--- src/rtl/ram_pkg.sv ---
// Shared types for the parametrised RW RAM and its init sequencer.
package ram_pkg;

    typedef enum logic {INIT, IDLE} ram_state_t;

endpackage

--- src/rtl/ram_init_seq.sv ---
// Init sequencer: sweeps every word to zero after reset or on a clear request,
// raising busy for the duration of the sweep.
module ram_init_seq
    import ram_pkg::*;
#(
    parameter int unsigned DEPTH  = 4,
    parameter int unsigned ADDR_W = $clog2(DEPTH)
) (
    input  logic              clk_i,
    input  logic              rst_ni,
    input  logic              clr_i,
    output logic              busy_o,
    output logic              init_we_o,
    output logic [ADDR_W-1:0] init_addr_o
);

    localparam logic [ADDR_W-1:0] LastAddr = ADDR_W'(DEPTH - 1);

    ram_state_t        state_q;
    logic [ADDR_W-1:0] ptr_q;
    logic              busy_q;

    // busy falls on the same edge that writes the last word
    always_ff @(posedge clk_i or negedge rst_ni) begin
        if (!rst_ni) begin
            state_q <= INIT;
            ptr_q   <= '0;
            busy_q  <= 1'b1;
        end else begin
            unique case (state_q)
                INIT: begin
                    if (ptr_q == LastAddr) begin
                        state_q <= IDLE;
                        ptr_q   <= '0;
                        busy_q  <= 1'b0;
                    end else begin
                        ptr_q <= ptr_q + ADDR_W'(1);
                    end
                end
                IDLE: begin
                    if (clr_i) begin
                        state_q <= INIT;
                        ptr_q   <= '0;
                        busy_q  <= 1'b1;
                    end
                end
                default: begin
                    state_q <= INIT;
                    ptr_q   <= '0;
                    busy_q  <= 1'b1;
                end
            endcase
        end
    end

    assign busy_o      = busy_q;
    assign init_we_o   = (state_q == INIT);
    assign init_addr_o = ptr_q;

endmodule

--- src/rtl/ram_rw_param.sv ---
// Parametrised single-clock RAM with separate write/read ports, registered read
// with a valid pulse, and a hardware zeroing sweep after reset or clear.
module ram_rw_param
    import ram_pkg::*;
#(
    parameter int unsigned DATA_W = 4,
    parameter int unsigned DEPTH  = 4,
    parameter int unsigned ADDR_W = $clog2(DEPTH)  // derived; do not override
) (
    input  logic              clk_i,
    input  logic              rst_ni,
    input  logic              clr_i,
    input  logic              we_i,
    input  logic [ADDR_W-1:0] wr_addr_i,
    input  logic [DATA_W-1:0] din_i,
    input  logic              re_i,
    input  logic [ADDR_W-1:0] rd_addr_i,
    output logic [DATA_W-1:0] dout_o,
    output logic              dout_valid_o,
    output logic              busy_o
);

    logic [DATA_W-1:0] mem [DEPTH];

    logic              busy;
    logic              init_we;
    logic [ADDR_W-1:0] init_addr;

    logic              user_we;
    logic              user_re;
    logic              wr_in_range;
    logic              rd_in_range;
    logic              mem_we;
    logic [ADDR_W-1:0] mem_waddr;
    logic [DATA_W-1:0] mem_wdata;
    logic [DATA_W-1:0] dout_d;
    logic [DATA_W-1:0] dout_q;
    logic              dout_valid_d;
    logic              dout_valid_q;

    ram_init_seq #(
        .DEPTH  (DEPTH),
        .ADDR_W (ADDR_W)
    ) u_init_seq (
        .clk_i       (clk_i),
        .rst_ni      (rst_ni),
        .clr_i       (clr_i),
        .busy_o      (busy),
        .init_we_o   (init_we),
        .init_addr_o (init_addr)
    );

    // clr in IDLE drops any same-cycle user access
    always_comb begin
        user_we     = !busy && !clr_i && we_i;
        user_re     = !busy && !clr_i && re_i;
        wr_in_range = (32'(wr_addr_i) < DEPTH);
        rd_in_range = (32'(rd_addr_i) < DEPTH);

        mem_we    = init_we || (user_we && wr_in_range);
        mem_waddr = init_we ? init_addr : wr_addr_i;
        mem_wdata = init_we ? '0 : din_i;

        dout_d       = dout_q;
        dout_valid_d = 1'b0;
        if (user_re) begin
            dout_valid_d = 1'b1;
            if (!rd_in_range) begin
                dout_d = '0;
            end else if (user_we && (wr_addr_i == rd_addr_i)) begin
                dout_d = din_i;
            end else begin
                dout_d = mem[rd_addr_i];
            end
        end
    end

    always_ff @(posedge clk_i) begin
        if (mem_we) begin
            mem[mem_waddr] <= mem_wdata;
        end
    end

    always_ff @(posedge clk_i or negedge rst_ni) begin
        if (!rst_ni) begin
            dout_q       <= '0;
            dout_valid_q <= 1'b0;
        end else begin
            dout_q       <= dout_d;
            dout_valid_q <= dout_valid_d;
        end
    end

    assign dout_o       = dout_q;
    assign dout_valid_o = dout_valid_q;
    assign busy_o       = busy;

endmodule

--- config.mk ---
export PLATFORM = sky130hd
export DESIGN_NAME = ram_rw_param
export DESIGN_NICKNAME = d
export VERILOG_FILES = /design/src/rtl/ram_pkg.sv /design/src/rtl/ram_init_seq.sv /design/src/rtl/ram_rw_param.sv
export SDC_FILE = /design/constraint.sdc
export NUM_CORES = 1
export LEC_CHECK = 0
export ABC_AREA = 1
export CAP_MARGIN = 20
export CORE_ASPECT_RATIO = 1.25
export CORE_MARGIN = 4
export CORE_UTILIZATION = 58
export CTS_BUF_LIST = sky130_fd_sc_hd__clkbuf_4 sky130_fd_sc_hd__clkbuf_8
export DETAILED_ROUTE_END_ITERATION = 10
export GPL_TIMING_DRIVEN = 1
export PLACE_DENSITY = 0.94
export SYNTH_ARGS = -nofsm -noshare
export SYNTH_HDL_FRONTEND = slang
export SYNTH_HIERARCHICAL = 1
export SYNTH_SLANG_ARGS = --single-unit
--- constraint.sdc ---
create_clock -name clk_i -period 4.82 [get_ports clk_i]
set_input_delay 1.446 -clock clk_i [delete_from_list [all_inputs] [get_ports clk_i]]
set_output_delay 1.446 -clock clk_i [all_outputs]
set_load 0.005 [all_outputs]
# Word level (Yosys, flattened, before mapping)
# Memory sizes are Yosys's and may differ from the RTL's.
# Cells that the tools add are included.
# W data, S select, Z words.
dict set report totals {
  reg_bits 9
  latch_bits 0
  ram_bits 16
  romBits 0
  output_inout_bits 6
  n_memories 1
}
dict set report classes {
  add_sub_neg 1
  n_mul 0
  div 0
  order_cmp 0
  n_eq_ne 4
  n_shift 0
  mux 15
  bitwise_logic 1
  reduce_logical 8
}
# name words width read_ports rd_ports_with_merged_regs wr line_no
set memory_table {}
lappend memory_table {mem 4 4 1 0 1 ram_rw_param.sv:23} ;# logic [DATA_W-1:0] mem [DEPTH];
# op n
set op_table {}
lappend op_table {{$mux W4} 2}
lappend op_table {{$mux W1} 7}
lappend op_table {{$mux W2} 3}
lappend op_table {{$logic_and A1 B1 Y1} 4}
lappend op_table {{$pmux W1 S2} 2}
lappend op_table {{$pmux W2 S2} 1}
lappend op_table {{$add A2 B1 Y2 const B} 1}
lappend op_table {{$eq A2 B2 Y1} 1}
lappend op_table {{$eq A2 B2 Y1 const B} 1}
lappend op_table {{$logic_not A1 Y1} 2}
lappend op_table {{$ne A2 B1 Y1 const B} 1}
lappend op_table {{$ne A2 B2 Y1 const B} 1}
lappend op_table {{$reduce_and A2 Y1} 1}
lappend op_table {{$logic_or A1 B1 Y1} 1}
lappend op_table {{$not A1 Y1} 1}

# Longest topological paths before layout
dict set report logic_depth {
  depth_word 6
  mapped_depth 7
}

# By module
# Netlist, hierarchy kept.
# mod instances cells_per_inst area_per_inst_um2 seq_area_each_um2
set modules_own_cells {}
lappend modules_own_cells {ram_rw_param 1 112 1008.5 605.6}
lappend modules_own_cells {ram_init_seq 1 19 172.7 101.3}

# Least setup slack after synthesis
# Ideal clock, no wire load.
dict set report synth_timing {
  path_kind {input port to flip-flop}
  from {in clr_i}
  to {mem mem[0][0] (enable)}
  setup_time_ns 0.361
  t_arrival_ns 2.107
  required_time_ns 4.459
  path_slack_ns 2.352
  stages 5
  path_buffers 0
  path_cell_list {nor2_1 > nand2_1 > clkinv_1 > nor2_1 > nor3_1}
}
dict set report synth_via {
  elab_chain_len 6
}
# element line_no
set synth_rtl {}
lappend synth_rtl {{from (decl)} ram_rw_param.sv:12} ;# input logic clr_i,
lappend synth_rtl {{$logic_not A1 Y1} ram_rw_param.sv:55} ;# user_we = !busy && !clr_i && we_i;
lappend synth_rtl {{$logic_and A1 B1 Y1 (2 in series)} ram_rw_param.sv:55}
lappend synth_rtl {{$logic_or A1 B1 Y1} ram_rw_param.sv:60} ;# mem_we = init_we || (user_we && wr_in_range);
lappend synth_rtl {{$mux W1} ram_rw_param.sv:79} ;# if (mem_we) begin
lappend synth_rtl {{$mux W1 (not written as such)} ram_rw_param.sv:80} ;# mem[mem_waddr] <= mem_wdata;
lappend synth_rtl {{to (decl)} ram_rw_param.sv:23}
# No other way between the ends.

# Final worst setup path
dict set report layout_timing {
  from {in clr_i}
  to {mem mem[1][1] (enable)}
}
# Same word-level chain as after synthesis.

==> flow_summary.ini <==
[run_status]
status = finished clean

[die]
die_area_sq_um = 2827
initial_utilization = 0.6028
die_w_microns = 48.36
boundaryPins = 19
coreArea_sq_um = 1959
num_rows = 18
die_h_microns = 58.46

[sta]
setup_slack_ns = 1.954
setup_tns_ns = 0
fin_skew_ns = 0.01158
worstMarginPinSlew_ns = 0.6199
final.period_utilization = 0.5945
setup_viol = 0
layout_min_cycle_time_ns = 2.866
grt_setup_unrepaired = false
relSlewSlack = 0.5836
drv_slew = 0
hold_violations = 0
hold_ws_ns = 0.4828
fmax_mhz = 349.0

[critical_path]
worst_ep_required_time_ns = 4.78
reg2reg_slack_ns = 3.03
r2r_end = mem[1][1]
cp_top_family = simple AND/OR/NAND/NOR gates
start_kind = primary input
worstPathCellList = clkdlybuf4s50_1 > nor2_1 > nand2_1 > clkinv_1 > nor2_1 > nor3_1
criticalPathCategory = in2reg
critPathSlowestCell = nor3_1
ff2ff_path_depth = 5
regToRegStartpoint = u_init_seq/state_q
crit_cells = 6
crit_start = clr_i
slowest_delay_ns = 0.50
crit_end = mem[1][1]
worst_path_most_repeated_cell = nor2_1
critPathBufInv = 2
critPathArrivalTime_ns = 2.83
critPathCaptureType = flip-flop
critPathMaxFanout = 4

[power]
ir_worst_vdd_mv = 0.3764
p_per_area_nw_per_um2 = 553.4
p_leak_nw = 0.6389

[routing]
dr_wl_met2_microns = 1360
initialDrtViolationCount = 67
drc = 0
wl_met3_microns = 183
dr.pass1.iters = 4
drt-met1-wl_microns = 1019
wl_per_cell_microns = 15.59
vias = 1004
via_per_inst = 5.871
drtAntennaViolNets = 0
routed_wl_microns = 2666
dr.max_layer_used = met4

[global_route]
grt_pass1_wl_microns = 4381
antenna_found_initial = 0
grt_usage = 0.2000
grt_max_degree = 14
grt_pass1_vias = 1004
grt_overflow_total = 0

[placement]
hpwl_microns = 1951
dp_slack_ns = 1.650
port_buffers = 18
gp_congestion = 0.8639
place_area_sq_um = 1368

[synth]
synth.avg_cell_area_sq_um = 9.016
synth_top_family_by_area = simple AND/OR/NAND/NOR gates
synth-seq-cells = 25
synth.cell_area_sq_um = 1181
yosys.area_share.simple = 0.3040
yosysSeqAreaShare = 0.5985
synth_warnings = 6
syn_inst = 131
synthMuxAreaShare = 0
synth-xor-area-share = 0
syn_nets = 145
synthAdderAreaFrac = 0.01059
synth-compound-area-share = 0.01907
synth.distinct_cells = 19

[cts]
cts_resized = 0
cts_buffer_depth = 2
cts_tree = done
worstSkewPairLatency_ns = 0.32
cts_sinks = 25
htreeDepth = 1
numCtsBuffers = 3
root_buffer = clkbuf_4
path_clk_slew_ns = 0.13
ctsHoldBuffers = 0
post_cts_buffers = 0

[hold_path]
min_from = u_init_seq/busy_o
hold_path.class = reg2reg

[final_layout]
final_common_cell = nand2_1
drive_gt1_frac = 0.1258
area_delta_synth_final_pct = 18.33
final_cell_mix = nand2_1, nand3_1, clkdlybuf4s50_1
nets = 166
fillers = 138
final_area_sq_um = 1398
antenna_cells = 0

[flow_run]
maxCapViolCount = 0
## logic make-up after synthesis
| logic type | Yosys count |
|---|---|
| AND/OR/NAND/NOR | 84 |
| buffers and inverters | 18 |
| AO/OA/AOI/OAI | 3 |
| adder cells (fa/ha/maj) | 1 |
| flip-flops | 25 |
## final cells by class
class	count	area, sq um	area share
flip-flops and latches	25	706.9	0.5058
clock buffers	4	30.03	0.02149
multi-input cells	88	394.1	0.2820
repair buffers	18	180.2	0.1289
inverters	16	61.31	0.04387
well taps	20	25.02	0.01791
## routing by layer
layer / vias up / global-route usage
li1: 460 / -
met1: 469 / 0.2245
met2: 61 / 0.3563
met3: 14 / 0.04051
met4: 0 / 0.1028
met5: - / 0
## per-stage QoR
stage	power, mW	std cells	util
2_1_floorplan	0.5691	131	-
3_3_place_gp	0.6520	167	0.6980
3_5_place_dp	0.6734	167	0.6980
4_1_cts	0.7723	171	0.7133
5_1_grt	0.8264	171	0.7133
6_report	0.7734	171	0.7133
## cells in the mapped netlist (all sizes together)
master	count	share of area
nand3	19	0.085
nor3	4	0.017
clkinv	2	0.0074
o21ai	3	0.019
edfxtp	16	0.41
nand2	53	0.17
nor2	8	0.028
ha	1	0.011
dfstp	1	0.022
dfrtp	8	0.17
inv	14	0.044
buf	2	0.016
## worst min-delay path, cell delays in order (launching register included)
cell     delay, ns
dfstp_2       0.40
nand2_1       0.06
nand2_1       0.04
## registers in the layout (all words and copies together) (netlist names)
| register | count |
|---|---|
| dout_o | 4 |
| dout_valid_o | 1 |
| mem | 16 |
| u_init_seq/busy_o | 1 |
| u_init_seq/init_addr_o | 2 |
| u_init_seq/state_q | 1 |
## where the power goes
part	internal, mW	leakage, nW	switching [mW]
logic	0.109	0.356	0.176
registers	0.350	0.264	0.0410
clock network	0.0380	0.0184	0.0590
total	0.498	0.639	0.276
## worst min-delay path by stage
stage                              endpoint  slack, ns  cells after the start
after floorplan           u_init_seq/busy_o       0.46                      2
after global placement    u_init_seq/busy_o       0.46                      2
after detailed placement          dout_o[0]       0.47                      2
after CTS                 u_init_seq/busy_o       0.49                      2
after global routing      u_init_seq/busy_o       0.52                      2
final                     u_init_seq/busy_o       0.48                      2
No activity file was read; power rests on OpenSTA's default activity.
